## config.mk

```make
export PLATFORM = sky130hd
export DESIGN_NAME = spu_result_pipe
export DESIGN_NICKNAME = d
export VERILOG_FILES = /design/src/rtl/spu_pipe_pkg.sv /design/src/rtl/spu_hazard_check.sv /design/src/rtl/spu_result_pipe.sv
export SDC_FILE = /design/constraint.sdc
export NUM_CORES = 1
export LEC_CHECK = 0
export ABC_AREA = 1
export BUFFER_PORTS_ARGS = -buffer_cell sky130_fd_sc_hd__clkbuf_2
export CAP_MARGIN = 20
export CORE_UTILIZATION = 25
export CTS_CLUSTER_DIAMETER = 150
export CTS_CLUSTER_SIZE = 16
export DETAILED_ROUTE_END_ITERATION = 16
export GPL_TIMING_DRIVEN = 0
export RECOVER_POWER = 100
export SETUP_SLACK_MARGIN = 0.15
export SLEW_MARGIN = 20
export SYNTH_ARGS = -nofsm -noshare
export SYNTH_HDL_FRONTEND = slang
export SYNTH_HIERARCHICAL = 1
export SYNTH_SLANG_ARGS = --single-unit
```

## constraint.sdc

```tcl
create_clock -name clk -period 2.2 [get_ports clk]
set_input_delay 0.44 -clock clk [delete_from_list [all_inputs] [get_ports clk]]
set_output_delay 0.44 -clock clk [all_outputs]
set_load 0.05 [all_outputs]
```

## src/rtl/spu_pipe_pkg.sv

```systemverilog
// Shared definitions for the SPU result-staging pipeline.
//   REG_AW       register address width
//   DATA_W       result / register data width
//   UNIT_*       execution-unit codes (perm, load/store, branch)
//   pipe_entry_t one staging slot: {valid, write, unit, addr, ready, data}
package spu_pipe_pkg;
  localparam int REG_AW = 7;
  localparam int DATA_W = 128;
  localparam int UNIT_W = 2;

  localparam logic [UNIT_W-1:0] UNIT_PERM = 2'd0;
  localparam logic [UNIT_W-1:0] UNIT_LS   = 2'd1;
  localparam logic [UNIT_W-1:0] UNIT_BR   = 2'd2;

  typedef struct packed {
    logic              valid;
    logic              write;
    logic [UNIT_W-1:0] unit;
    logic [REG_AW-1:0] addr;
    logic              ready;
    logic [DATA_W-1:0] data;
  } pipe_entry_t;
endpackage

```

## src/rtl/spu_hazard_check.sv

```systemverilog
// Per-read-port hazard check against every staging slot.
// Build option: SPU_RESULT_FWD_EN enables forwarding of ready results;
// without it any match stalls and nothing is forwarded.
// Ports:
//   rd_valid, rd_addr  source operand of this read port
//   ent_live           slot valid & write (only these can match)
//   ent_addr/ready/data slot contents, index 0 = stage 1 (youngest)
//   match              operand matches at least one live slot
//   stall              operand must wait
//   fwd_hit, fwd_data  forwarded value from the youngest matching slot
module spu_hazard_check
  import spu_pipe_pkg::*;
#(
  parameter int DEPTH = 7
) (
  input  logic                         rd_valid,
  input  logic [REG_AW-1:0]            rd_addr,
  input  logic [DEPTH-1:0]             ent_live,
  input  logic [DEPTH-1:0][REG_AW-1:0] ent_addr,
  input  logic [DEPTH-1:0]             ent_ready,
  input  logic [DEPTH-1:0][DATA_W-1:0] ent_data,
  output logic                         match,
  output logic                         stall,
  output logic                         fwd_hit,
  output logic [DATA_W-1:0]            fwd_data
);

  logic [DEPTH-1:0] hit_vec;

  always_comb begin
    hit_vec = '0;
    for (int i = 0; i < DEPTH; i++) begin
      hit_vec[i] = rd_valid & ent_live[i] & (ent_addr[i] == rd_addr);
    end
  end

  assign match = |hit_vec;

`ifdef SPU_RESULT_FWD_EN
  // Walk oldest to youngest so the youngest match wins; a not-ready
  // youngest match suppresses forwarding of any older ready value.
  always_comb begin
    stall    = |(hit_vec & ~ent_ready);
    fwd_hit  = 1'b0;
    fwd_data = '0;
    for (int i = DEPTH - 1; i >= 0; i--) begin
      if (hit_vec[i]) begin
        fwd_hit  = ent_ready[i];
        fwd_data = ent_ready[i] ? ent_data[i] : '0;
      end
    end
  end
`else
  logic unused_fwd_inputs;
  assign unused_fwd_inputs = ^{ent_ready, ent_data};
  assign stall    = match;
  assign fwd_hit  = 1'b0;
  assign fwd_data = '0;
`endif

endmodule

```

## src/rtl/spu_result_pipe.sv

```systemverilog
// SPU result-staging pipeline: issued instructions travel DEPTH stages,
// capture their unit's result at that unit's delivery stage, and write
// back from the last stage. Source operands are checked for RAW hazards
// against every in-flight entry.
// Build option: SPU_RESULT_FWD_EN enables forwarding of ready results.
// Ports:
//   clk, reset                     clock, synchronous active-high reset
//   issue_valid/unit/write/addr    instruction issued this cycle
//   kill                           drop stage 1 and the current issue
//   res_valid, res_data            per-unit result strobe and value
//   rd_valid, rd_addr              source-operand read ports
//   stall                          RAW stall for the current issue
//   fwd_hit, fwd_data              forwarded operand per read port
//   wb_valid, wb_addr, wb_data     register-file writeback
//   err                            sticky result-protocol error
module spu_result_pipe
  import spu_pipe_pkg::*;
#(
  parameter int DEPTH                 = 7,
  parameter int NUM_UNITS             = 3,
  parameter int UNIT_STAGE[NUM_UNITS] = '{4, 6, 1},
  parameter int NUM_RD                = 3
) (
  input  logic                                  clk,
  input  logic                                  reset,
  input  logic                                  issue_valid,
  input  logic [$clog2(NUM_UNITS)-1:0]          issue_unit,
  input  logic                                  issue_write,
  input  logic [REG_AW-1:0]                     issue_addr,
  input  logic                                  kill,
  input  logic [NUM_UNITS-1:0]                  res_valid,
  input  logic [NUM_UNITS-1:0][DATA_W-1:0]      res_data,
  input  logic [NUM_RD-1:0]                     rd_valid,
  input  logic [NUM_RD-1:0][REG_AW-1:0]         rd_addr,
  output logic                                  stall,
  output logic [NUM_RD-1:0]                     fwd_hit,
  output logic [NUM_RD-1:0][DATA_W-1:0]         fwd_data,
  output logic                                  wb_valid,
  output logic [REG_AW-1:0]                     wb_addr,
  output logic [DATA_W-1:0]                     wb_data,
  output logic                                  err
);

  pipe_entry_t stage_q [1:DEPTH];
  pipe_entry_t stage_d [1:DEPTH];
  logic        err_q, err_d;
  logic        accept;

  // Flattened view of the stages for the per-port checkers.
  logic [DEPTH-1:0]             ent_live;
  logic [DEPTH-1:0]             ent_ready;
  logic [DEPTH-1:0][REG_AW-1:0] ent_addr;
  logic [DEPTH-1:0][DATA_W-1:0] ent_data;

  logic [NUM_RD-1:0]             unused_port_match;
  logic [NUM_RD-1:0]             port_stall;
  logic [NUM_RD-1:0]             port_hit;
  logic [NUM_RD-1:0][DATA_W-1:0] port_data;

  always_comb begin
    for (int i = 0; i < DEPTH; i++) begin
      ent_live[i]  = stage_q[i+1].valid & stage_q[i+1].write;
      ent_ready[i] = stage_q[i+1].ready;
      ent_addr[i]  = stage_q[i+1].addr;
      ent_data[i]  = stage_q[i+1].data;
    end
  end

  for (genvar p = 0; p < NUM_RD; p++) begin : g_port
    spu_hazard_check #(
      .DEPTH(DEPTH)
    ) u_hazard (
      .rd_valid (rd_valid[p]),
      .rd_addr  (rd_addr[p]),
      .ent_live (ent_live),
      .ent_addr (ent_addr),
      .ent_ready(ent_ready),
      .ent_data (ent_data),
      .match    (unused_port_match[p]),
      .stall    (port_stall[p]),
      .fwd_hit  (port_hit[p]),
      .fwd_data (port_data[p])
    );
  end

  // Hazard outputs are quiet while reset is held, since stage contents
  // are stale until the first reset edge has cleared them.
  always_comb begin
    stall   = ~reset & (|port_stall);
    fwd_hit = port_hit & {NUM_RD{~reset}};
    for (int p = 0; p < NUM_RD; p++) begin
      fwd_data[p] = fwd_hit[p] ? port_data[p] : '0;
    end
  end

  assign accept = issue_valid & ~stall & ~kill;

  always_comb begin
    // New entry into stage 1; rejected issues enter as an empty slot.
    stage_d[1]       = '0;
    stage_d[1].valid = accept;
    stage_d[1].write = issue_write;
    stage_d[1].unit  = UNIT_W'(issue_unit);
    stage_d[1].addr  = issue_addr;

    // Shift; kill removes the stage-1 entry before it moves on.
    for (int i = 2; i <= DEPTH; i++) begin
      stage_d[i] = stage_q[i-1];
    end
    if (kill) begin
      stage_d[2].valid = 1'b0;
    end

    // Result capture as an entry lands in its unit's delivery stage.
    // A strobe without a capturing entry, or a capturing entry without a
    // strobe, is a protocol error.
    err_d = err_q;
    for (int u = 0; u < NUM_UNITS; u++) begin
      if (stage_d[UNIT_STAGE[u]].valid &&
          stage_d[UNIT_STAGE[u]].unit == UNIT_W'(u)) begin
        if (res_valid[u]) begin
          stage_d[UNIT_STAGE[u]].ready = 1'b1;
          stage_d[UNIT_STAGE[u]].data  = res_data[u];
        end else begin
          err_d = 1'b1;
        end
      end else if (res_valid[u]) begin
        err_d = 1'b1;
      end
    end

    if (reset) begin
      for (int i = 1; i <= DEPTH; i++) begin
        stage_d[i].valid = 1'b0;
      end
      err_d = 1'b0;
    end
  end

  always_ff @(posedge clk) begin
    stage_q <= stage_d;
    err_q   <= err_d;
  end

  assign wb_valid = ~reset & stage_q[DEPTH].valid & stage_q[DEPTH].write;
  assign wb_addr  = wb_valid ? stage_q[DEPTH].addr : '0;
  assign wb_data  = wb_valid ? stage_q[DEPTH].data : '0;
  assign err      = err_q;

endmodule

```

Word level (Yosys, flattened, before mapping)

Cells that the tools add are included.

Add/subtract/negate cells: 0
Multiply operators: 0
Div/mod/pow operators: 0
Magnitude comparators: 0
Equality and inequality tests: 23
Shifts and indexed selects: 0
Multiplexer cells: 16
Bitwise logic cells: 57
Reduce and logical (&&, ||, !) cells: 7

Operators with widths:

| kind                                                            | number |
|---|---|
| 129-bit two-way mux                                             | 3 |
| 128-bit two-way mux                                             | 3 |
| 7-bit == test                                                   | 21 |
| 1-bit bitwise AND                                               | 54 |
| 21-bit OR reduction                                             | 1 |
| 1-bit two-way mux                                               | 9 |
| 7-bit two-way mux                                               | 1 |
| 1-bit logical AND                                               | 3 |
| 1-bit NOT                                                       | 3 |
| 2-bit by 1-bit == test with 1-bit output, second input constant | 1 |
| 2-bit == test, second input constant                            | 1 |
| 2-bit logical NOT                                               | 1 |
| 2-bit AND reduction                                             | 1 |
| 2-bit OR reduction                                              | 1 |

Bits in registers: 973
Bits in latches: 0
RAM bits: 0
Bits in read-only memories: 0
Output and inout bits: 525
Memories: 0

Depth between registers and ports, before layout

Gate-level depths: netlist of the first run.

Word-level depth: 10
Mapped depth: 19

Hierarchy

The synthesis of the first run kept the hierarchy.

Modules (own cells, without submodules):

| module           | times used | cells an instance | area an instance (µm²) |
|---|---|---|---|
| spu_result_pipe  | 1          | 3239              | 29189.2 |
| spu_hazard_check | 3          | 345               | 1913.1 |

Worst setup path before layout of the first run

No wires, ideal clock.

Path type: input to output
From: input reset
To: output wb_data[100]
Data arrival time: 1984 ps
Path slack: -224 ps
Stages: 6
Cells stage by stage: buf_6 > nor2_4 > inv_2 > buf_2 > buf_2 > nor2_1

Longest elaborated chain between the ends: 4

RTL lines:

| what                            | line                   | text |
|---|---|---|
| from (decl)                     | spu_result_pipe.sv:25  | `input logic reset,` |
| 1-bit NOT                       | spu_result_pipe.sv:145 | `assign wb_valid = ~reset & stage_q[DEPTH].valid & stage_q[DEPTH].write;` |
| 1-bit bitwise AND (2 in series) | spu_result_pipe.sv:145 |  |
| named net wb_valid              | spu_result_pipe.sv:38  | `output logic wb_valid,` |
| 128-bit two-way mux             | spu_result_pipe.sv:147 | `assign wb_data = wb_valid ? stage_q[DEPTH].data : '0;` |
| to (decl)                       | spu_result_pipe.sv:40  | `output logic [DATA_W-1:0] wb_data,` |

The timed path passes the listed nets, and every way through them passes these cells.

Final worst setup path of the first run

From: register stage_q (netlist bit ent_addr[15])
To: output stall

Longest elaborated chain between the ends: 4
Elaborated cells between the ends (all ways): 8
Those cells by class: eq/ne: 3; bitwise: 4; reduce/logical: 1

RTL lines:

| what                   | line                   | text |
|---|---|---|
| from (decl)            | spu_result_pipe.sv:44  | `pipe_entry_t stage_q [1:DEPTH];` |
| from (signal assigned) | spu_result_pipe.sv:141 | `stage_q <= stage_d;` |
| 7-bit == test          | spu_hazard_check.sv:33 | `hit_vec[i] = rd_valid & ent_live[i] & (ent_addr[i] == rd_addr);` |
| 1-bit bitwise AND      | spu_hazard_check.sv:33 |  |
| 21-bit OR reduction *  | spu_result_pipe.sv:89  | `stall = ~reset & (\|port_stall);` |
| 1-bit bitwise AND *    | spu_result_pipe.sv:89  |  |
| to (decl)              | spu_result_pipe.sv:35  | `output logic stall,` |

Mark *: on every way between the ends. The rest lies on a longest branch, timed or not.

==> impl_metrics.yaml, run 1 <==
run_status:
  run_status: "finished, violations left"
  violations: "setup timing"
synthesis:
  synthCells: 4264
  syn_avg_cell_area_sq_um: 8.15
  synth_area_sq_mm: 0.0348
  ys_warn_count: 6
sta:
  setup_viol: 265
  slew_viol_final: 0
  slew_headroom: 0.469
  finalCritPeriodShare: 1.28
  setup_slack_ps: -606
  finClkSkew_ps: 37.9
  fmax_mhz: 356
  rsz0062_at_grt: "true"
  worst_slew_pin_slew_ps: 796
  final_hold_viol_count: 0
  fin_crit_ps: 2810
power_and_ir_drop:
  totalPowerFinal_mw: 33.7
  peakVddDrop_uv: 550
  power_density_mw_per_mm2: 656
  leakage_nw: 23.4
worst_setup_path:
  max_stage_delay_ps: 410
  required_ps: 1760
  worstPathCellList: "nand2_2 -> nand2_1 -> inv_1 -> nand2_1 -> nor2_1 -> nand2_1 -> nand2_1 -> nor2_1 -> nand2_1 -> buf_6 -> nor2_4 -> nand2_2 -> nand2_4 -> clkinvlp_4 -> clkbuf_16"
  rr_worst_depth: 20
  start_kind: "flop"
  crit_fanout: 7
  worstSetupEndpointType: "output port"
  setup.worst_path.class: "reg2out"
  cp_slowest_cell: "dfxtp_4"
  crit_arrival_ps: 2370
  cpMostUsedCell: "nand2_1"
drt:
  dr.first_iter.drc_count: 1478
  drt_pre_antenna_iters: 6
  antenna_left: 0
  num_vias: 28036
  route.final.wire_length_mm: 116
  vias_per_cell: 3.72
  drc: 0
  routedWlPerCell_um: 15.4
die:
  die_h_um: 375
  core_area_sq_mm: 0.138
  start_util: 0.253
  core.rowCount: 136
  die_w_um: 375
  io_pins: 950
  die_area_sq_mm: 0.141
cells_and_area:
  layout-drive-gt1-share: 0.273
  areaGrowthSynthToFinish_pct: 47.8
  finalNetCount: 6126
  multi_input_area_sq_mm: 0.0110
  seqCellArea_sq_mm: 0.0195
  num-fill-cells: 13416
  postLayoutCoreUtil: 0.373
cts:
  clock-sinks: 970
  clk_pin_slew_ps: 90
  cts_tree: "built"
  clkLatencyLatePin_ps: 670
  clock_path_buffers: 3
  h-tree-depth: 3
  root_buffer: "clkbuf_16"
  cts_buffers: 70
hold_path:
  hold-path-cell-count: 3
  hp-class: "in2reg"
placed_design:
  place_congestion: 0.899
  port_buffers: 543
  dp_hpwl_mm: 81.9
global_routing:
  antenna_found_initial: 36
  grt_pass1_vias: 27206
  grt-ovfl-total: 0
  grt_max_degree: 17
  grt_pass1_wl_mm: 163
  grt_use_total: 0.156
flow_run:
  drv_cap: 0
==> layer usage <==
| metal | up-vias | global-route usage | routed length, um |
|---|---|---|---|
| met5 | - | 0 | 82 |
| met4 | 14 | 0.0674 | 4660 |
| met3 | 249 | 0.0375 | 7520 |
| met2 | 910 | 0.264 | 56100 |
| met1 | 12767 | 0.188 | 47400 |
| li1 | 14096 | - | - |
==> final timing paths <==
kind | from | end | slack (ps)
setup / recovery | ent_addr[15] | stall | -610
hold / removal | res_data[85] | ent_data[469] | 50
setup reg to reg | ent_addr[15] | ent_data[126] | -450
hold reg to reg | ent_data[652] | ent_data[780] | 300
==> area by class of cell <==
type	count	area share
Sequential cell	970	0.379
Multi-Input combinational cell	2330	0.214
Timing Repair Buffer	980	0.179
Buffer	535	0.0850
Inverter	813	0.0604
Tap cell	1794	0.0437
Clock buffer	71	0.0342
Clock inverter	8	0.00280
Antenna cell	29	0.00141
Timing Repair inverter	1	0.000389
==> state kept, by name (all words and copies together) (netlist names) <==
register	cells
err	1
ent_addr	49
ent_data	896
stage_q	8
stage_d	16
==> critical path: cells and delay by family (launching register included) <==
family / cells / cell delay, ps
buffers and inverters: 4 / 430
flip-flops: 1 / 410
AND/OR/NAND/NOR: 11 / 870
==> power breakdown <==
| group | switching, mW | internal [mW] |
|---|---|---|
| logic | 2.40 | 1.57 |
| registers | 0.151 | 17.8 |
| clock network | 6.05 | 5.78 |
| total | 8.60 | 25.1 |
==> layout by cell type (no fill, tap or decap), types with 4 or more instances in the layout <==
cell           instances
buf_2                 77
nand3_1               18
diode_2               29
nor2_4               236
inv_1                785
clkbuf_1               6
xor2_1                 6
nand2_1             1100
clkbuf_2             408
buf_16                25
dfxtp_4               10
nor2_2                29
conb_1               387
nand4_1                5
buf_6                 18
inv_6                  5
nor2_1               474
inv_2                 17
clkbuf_8              61
dfxtp_1              935
nand2_2               10
dfxtp_2               25
inv_4                  6
dlygate4sd3_1        375
buf_4                418
buf_12                21
a21oi_1                4
clkbuf_16            120
buf_8                 57
xnor2_1               45
==> per-stage QoR <==
| step | setup TNS, ps | instances | instance area [sq um] | worst slack, ps | hold slack [ps] |
|---|---|---|---|---|---|
| after global placement | -153470 | 6985 | 41700 | -955 | 310 |
| after global routing | -104510 | 7520 | 51400 | -731 | 25.1 |
| after CTS | -78470 | 7485 | 50700 | -628 | 0.0818 |
| after floorplan | -6470 | 4648 | 36800 | -81.6 | 310 |
| after detailed placement | -153800 | 6985 | 41700 | -964 | 312 |
| final | -79530 | 7531 | 51400 | -606 | 54.2 |
==> repair_timing <==
item,4_1_cts,5_1_grt
buffers inserted,27,7
resized for setup,583,149
setup endpoints to repair,266,278
endpoints found under the hold margin,377,0
hold buffers,375,0
pin swaps,31,11
gates cloned,19,10
(Power assumes the default switching activity.)
==> inputs of run 2 (changes only) <==
--- a/config.mk
+++ b/config.mk
@@ -8,11 +8,14 @@
 export ABC_AREA = 1
 export BUFFER_PORTS_ARGS = -buffer_cell sky130_fd_sc_hd__clkbuf_2
 export CAP_MARGIN = 20
+export CELL_PAD_IN_SITES_DETAIL_PLACEMENT = 1
+export CELL_PAD_IN_SITES_GLOBAL_PLACEMENT = 1
 export CORE_UTILIZATION = 25
 export CTS_CLUSTER_DIAMETER = 150
 export CTS_CLUSTER_SIZE = 16
 export DETAILED_ROUTE_END_ITERATION = 16
 export GPL_TIMING_DRIVEN = 0
+export PLACE_DENSITY_LB_ADDON = 0.1
 export RECOVER_POWER = 100
 export SETUP_SLACK_MARGIN = 0.15
 export SLEW_MARGIN = 20
==> impl_metrics.yaml, run 2 (same netlist as run 1, synthesis figures left out) <==
worst_setup_path:
  cp_slowest_cell: "dfxtp_1"
  worstPathCellList: "xor2_1 -> nor2_1 -> nand2_1 -> nor2_1 -> nor2_1 -> nand2_1 -> buf_6 -> nor2_4 -> nand2_4 -> nand2_4 -> clkinvlp_4 -> clkbuf_16"
  rr_worst_depth: 23
  required_ps: 1760
  worst-path-buf-inv: 3
  start_kind: "flop"
  crit_fanout: 4
  critPathTopFamily: "simple AND/OR/NAND/NOR gates"
  setup.worst_path.class: "reg2out"
  timing.rr.start: "stage_d[558]"
  rr_endpoint: "ent_data[48]"
  worstSetupEndpointType: "output port"
  cpMostUsedCell: "nor2_1"
  worst-r2r-setup-slack_ps: -460
  max_stage_delay_ps: 450
  crit_arrival_ps: 2380
global_routing:
  grt_pass1_vias: 27833
  grt_use_total: 0.182
  antenna_found_initial: 38
  grt_pass1_wl_mm: 186
  grt-ovfl-total: 0
  grt_max_degree: 17
placed_design:
  dpl_worst_slack_ps: -787
  port_buffers: 543
  dp_hpwl_mm: 101
  dpl_cell_area_sq_mm: 0.0417
  place_congestion: 0.839
  dpl.cell_count: 6985
cells_and_area:
  layout-drive-gt1-share: 0.277
  final_cell_mix: "1085 x nand2_1, 929 x dfxtp_1, 783 x inv_1, 483 x nor2_1, 422 x buf_4"
  num-fill-cells: 16250
  finalNetCount: 6152
  areaGrowthSynthToFinish_pct: 49.2
  seqCellArea_sq_mm: 0.0195
  stdcell_area_sq_mm: 0.0519
  multi_input_area_sq_mm: 0.0111
  finalNonFillerCells: 7546
  layout_commonest_cell: "nand2_1"
  largest_reg_flops: 896
die:
  core.rowCount: 136
  core_area_sq_mm: 0.138
  start_util: 0.253
  io_pins: 950
  die_h_um: 375
  die_area_sq_mm: 0.141
  die_w_um: 375
drt:
  route.final.wire_length_mm: 130
  dr.first_iter.drc_count: 916
  routedWlPerCell_um: 17.3
  drc: 0
  antenna_left: 0
  vias_per_cell: 3.67
  drt_pre_antenna_iters: 5
  num_vias: 27724
run_status:
  violations: "setup timing"
  run_status: "finished, violations left"
cts:
  clk_pin_slew_ps: 70
  clkLatencyLatePin_ps: 690
  clock-sinks: 970
  cts_tree: "built"
  h-tree-depth: 3
  root_buffer: "clkbuf_16"
  cts_buffers: 70
  clock_path_buffers: 3
hold_path:
  hp-class: "in2reg"
  hold_end: "ent_data[48]"
  hold-path-cell-count: 3
  hp-start: "res_data[304]"
sta:
  worst_slew_pin_slew_ps: 583
  setup_slack_ps: -616
  fmax_mhz: 355
  rsz0062_at_grt: "true"
  slew_headroom: 0.612
  slew_viol_final: 0
  finalCritPeriodShare: 1.28
  final_hold_viol_count: 0
  fin_crit_ps: 2820
  finClkSkew_ps: 37.1
  setup_viol: 265
flow_run:
  drv_cap: 0
power_and_ir_drop:
  leakage_nw: 23.6
  totalPowerFinal_mw: 34.0
  peakVddDrop_uv: 673
  power_density_mw_per_mm2: 655
[run 2: layout make-up]
type,instances,area share
plain buffers,533,0.0832
diodes,18,0.000868
repair buffers,1009,0.188
clock inverters,9,0.00195
flip-flops and latches,970,0.376
multi-input cells,2330,0.213
inverters,813,0.0598
well taps,1794,0.0433
clock buffers,70,0.0338
[run 2: how the worst max path moves through the flow]
stage                  from           to  slack (ps)  cells past startpoint
3_5_place_dp          reset  wb_data[81]        -790                      7
6_report        ent_addr[7]        stall        -620                     12
2_1_floorplan         reset  wb_data[10]         -80                      5
3_3_place_gp          reset  wb_data[81]        -810                      7
4_1_cts        stage_d[558]        stall        -720                     16
5_1_grt        ent_addr[42]        stall        -800                     16
[run 2: repair_timing]
| action | in CTS | in global routing |
|---|---|---|
| cloned | 22 | 4 |
| hold endpoints to repair | 392 | 0 |
| buffers inserted | 42 | 9 |
| pin swaps | 22 | 37 |
| endpoints found under the setup margin | 267 | 267 |
| hold buffers | 389 | 0 |
| resized for setup | 636 | 152 |
[run 2: routing by layer]
layer,share of wire,track usage
met1,0.42,0.220
met2,0.51,0.328
met3,0.048,0.0423
met4,0.017,0.0341
met5,0.0021,0
[run 2: report_power, final]
group          switching, mW  internal (mW)
sequential             0.148           17.8
combinational           2.51           1.60
clock                   6.18           5.74
total                   8.83           25.1
[run 2: worst register-to-register path: stages (launching register included)]
cell,delay (ps)
dfxtp_1,350
nand2_2,70
inv_2,90
nand2_2,70
a21oi_2,130
nand2_2,90
nor2_4,130
nand2_2,70
nand2_2,70
nor2_2,40
nand2_1,70
buf_6,100
nor2_4,30
nand2_4,70
nand2_4,70
buf_4,130
buf_4,120
buf_4,130
nand4_4,80
buf_12,160
buf_16,170
buf_12,140
buf_16,130
nor2_4,40
[run 2: through the flow]
stage | utilization | TNS (ps) | hold WS (ps)
2_1_floorplan | - | -6470 | 310
3_3_place_gp | 0.303 | -147400 | 310
3_5_place_dp | 0.303 | -143210 | 313
4_1_cts | 0.373 | -102020 | 2.07
5_1_grt | 0.377 | -136620 | 11.4
6_report | 0.377 | -96670 | 66.5
==> inputs of run 3 (changes only) <==
--- a/config.mk
+++ b/config.mk
@@ -11,6 +11,7 @@
 export CELL_PAD_IN_SITES_DETAIL_PLACEMENT = 1
 export CELL_PAD_IN_SITES_GLOBAL_PLACEMENT = 1
 export CORE_UTILIZATION = 25
+export CTS_BUF_LIST = sky130_fd_sc_hd__clkbuf_8
 export CTS_CLUSTER_DIAMETER = 150
 export CTS_CLUSTER_SIZE = 16
 export DETAILED_ROUTE_END_ITERATION = 16
==> impl_metrics.yaml, run 3 (same netlist as run 1, synthesis figures left out) <==
cells_and_area:
  postLayoutCoreUtil: 0.371
  num-fill-cells: 16313
  finalNetCount: 6158
  layout-drive-gt1-share: 0.275
  areaGrowthSynthToFinish_pct: 46.7
  largest_reg_flops: 896
  stdcell_area_sq_mm: 0.0510
  finalNonFillerCells: 7556
  final_cell_mix: "1089 x nand2_1, 928 x dfxtp_1, 781 x inv_1, 483 x nor2_1, 421 x buf_4"
  layout_commonest_cell: "nand2_1"
placed_design:
  dpl.cell_count: 6985
  dpl_cell_area_sq_mm: 0.0417
  dp_hpwl_mm: 101
  dpl_worst_slack_ps: -787
  place_congestion: 0.839
  port_buffers: 543
power_and_ir_drop:
  p_comb_frac: 0.134
  switchingPower_mw: 8.33
  p_seq_frac: 0.585
  clkPwrFrac: 0.281
  totalPowerFinal_mw: 30.7
  switching_share: 0.272
  leakage_nw: 23.2
  peakVddDrop_uv: 357
  intPower_mw: 22.3
  power_density_mw_per_mm2: 601
cts:
  clk_pin_slew_ps: 100
  cts_tree: "built"
  clock_path_buffers: 3
  clkLatencyLatePin_ps: 790
  root_buffer: "clkbuf_8"
  h-tree-depth: 3
  cts_buffers: 70
  clock-sinks: 970
sta:
  fin_crit_ps: 2920
  fmax_mhz: 343
  finClkSkew_ps: 58.6
  holdWs_ps: 198
  timing.setup.tns_ps: -123270
  slew_viol_final: 0
  final_hold_viol_count: 0
  finalCritPeriodShare: 1.33
  rsz0062_at_grt: "true"
  setup_slack_ps: -720
  slew_headroom: 0.608
  setup_viol: 266
  worst_slew_pin_slew_ps: 587
worst_setup_path:
  crit_fanout: 3
  required_ps: 1760
  start_kind: "flop"
  crit_arrival_ps: 2480
  worstSetupEndpointType: "output port"
  setup.worst_path.class: "reg2out"
drt:
  num_vias: 27667
  drt_pre_antenna_iters: 4
  routedWlPerCell_um: 17.3
  vias_per_cell: 3.66
  drc: 0
  antenna_left: 0
  route.final.wire_length_mm: 130
  dr.first_iter.drc_count: 985
global_routing:
  grt_pass1_vias: 27686
  grt_pass1_wl_mm: 185
  grt-ovfl-total: 0
  grt_max_degree: 17
  antenna_found_initial: 41
  grt_use_total: 0.181
run_status:
  violations: "setup timing"
  run_status: "finished, violations left"
die:
  die_h_um: 375
  io_pins: 950
  die_area_sq_mm: 0.141
  core_area_sq_mm: 0.138
  core.rowCount: 136
  die_w_um: 375
  start_util: 0.253
hold_path:
  hp-class: "in2reg"
flow_run:
  drv_cap: 0
[run 3: what timing repair did]
| action | CTS | global route |
|---|---|---|
| resized for setup | 607 | 205 |
| cloned | 17 | 8 |
| endpoints found under the hold margin | 402 | 0 |
| pin swaps | 20 | 37 |
| setup buffers | 34 | 7 |
| endpoints found under the setup margin | 268 | 267 |
| hold buffers | 405 | 0 |
[run 3: layout make-up]
cell class / count / area, sq um / area share
Sequential cell: 970 / 19500 / 0.382
Multi-Input combinational cell: 2330 / 11000 / 0.216
Timing Repair Buffer: 1014 / 9720 / 0.191
Buffer: 534 / 4310 / 0.0845
Inverter: 813 / 3100 / 0.0608
Tap cell: 1794 / 2240 / 0.0440
Clock buffer: 70 / 963 / 0.0189
Clock inverter: 9 / 71.3 / 0.00140
Antenna cell: 22 / 55.1 / 0.00108
[run 3: power by group through the flow]
| stage | combinational [mW] | clock (mW) | sequential, mW |
|---|---|---|---|
| 5_1_grt | 4.42 | 9.83 | 18.0 |
| 4_1_cts | 3.87 | 9.21 | 17.9 |
| 3_3_place_gp | 3.14 | 0 | 18.3 |
| 2_1_floorplan | 2.52 | 0 | 18.3 |
| 6_report | 4.11 | 8.61 | 17.9 |
| 3_5_place_dp | 3.15 | 0 | 18.3 |
[run 3: worst max-delay path: stages (launching register included)]
cell        delay (ps)
dfxtp_1            370
nand2_2             60
inv_2               70
nand2_1             70
a21oi_2            140
nand2_2             90
nor2_4             130
nand2_2             70
nand2_2             70
nor2_2              40
nand2_1             70
buf_6              100
nor2_4              30
nand2_4             80
nand2_4             70
clkinvlp_4          80
clkbuf_16          150
[run 3: routing by layer]
layer | wire (um) | vias up | part of all wire | track usage
met5 | 250 | - | 0.0019 | 0
met4 | 2180 | 38 | 0.017 | 0.0356
met3 | 6100 | 156 | 0.047 | 0.0412
met2 | 66200 | 549 | 0.51 | 0.325
met1 | 55600 | 12789 | 0.43 | 0.219
li1 | - | 14135 | - | -
[run 3: worst paths after layout]
kind | to | slack (ps) | cells past startpoint | startpoint
max | stall | -720 | 16 | stage_d[558]
min reg2reg | ent_data[852] | 310 | 0 | ent_data[724]
max reg2reg | ent_data[121] | -450 | 22 | stage_d[558]
min | err | 200 | 7 | res_valid[0]
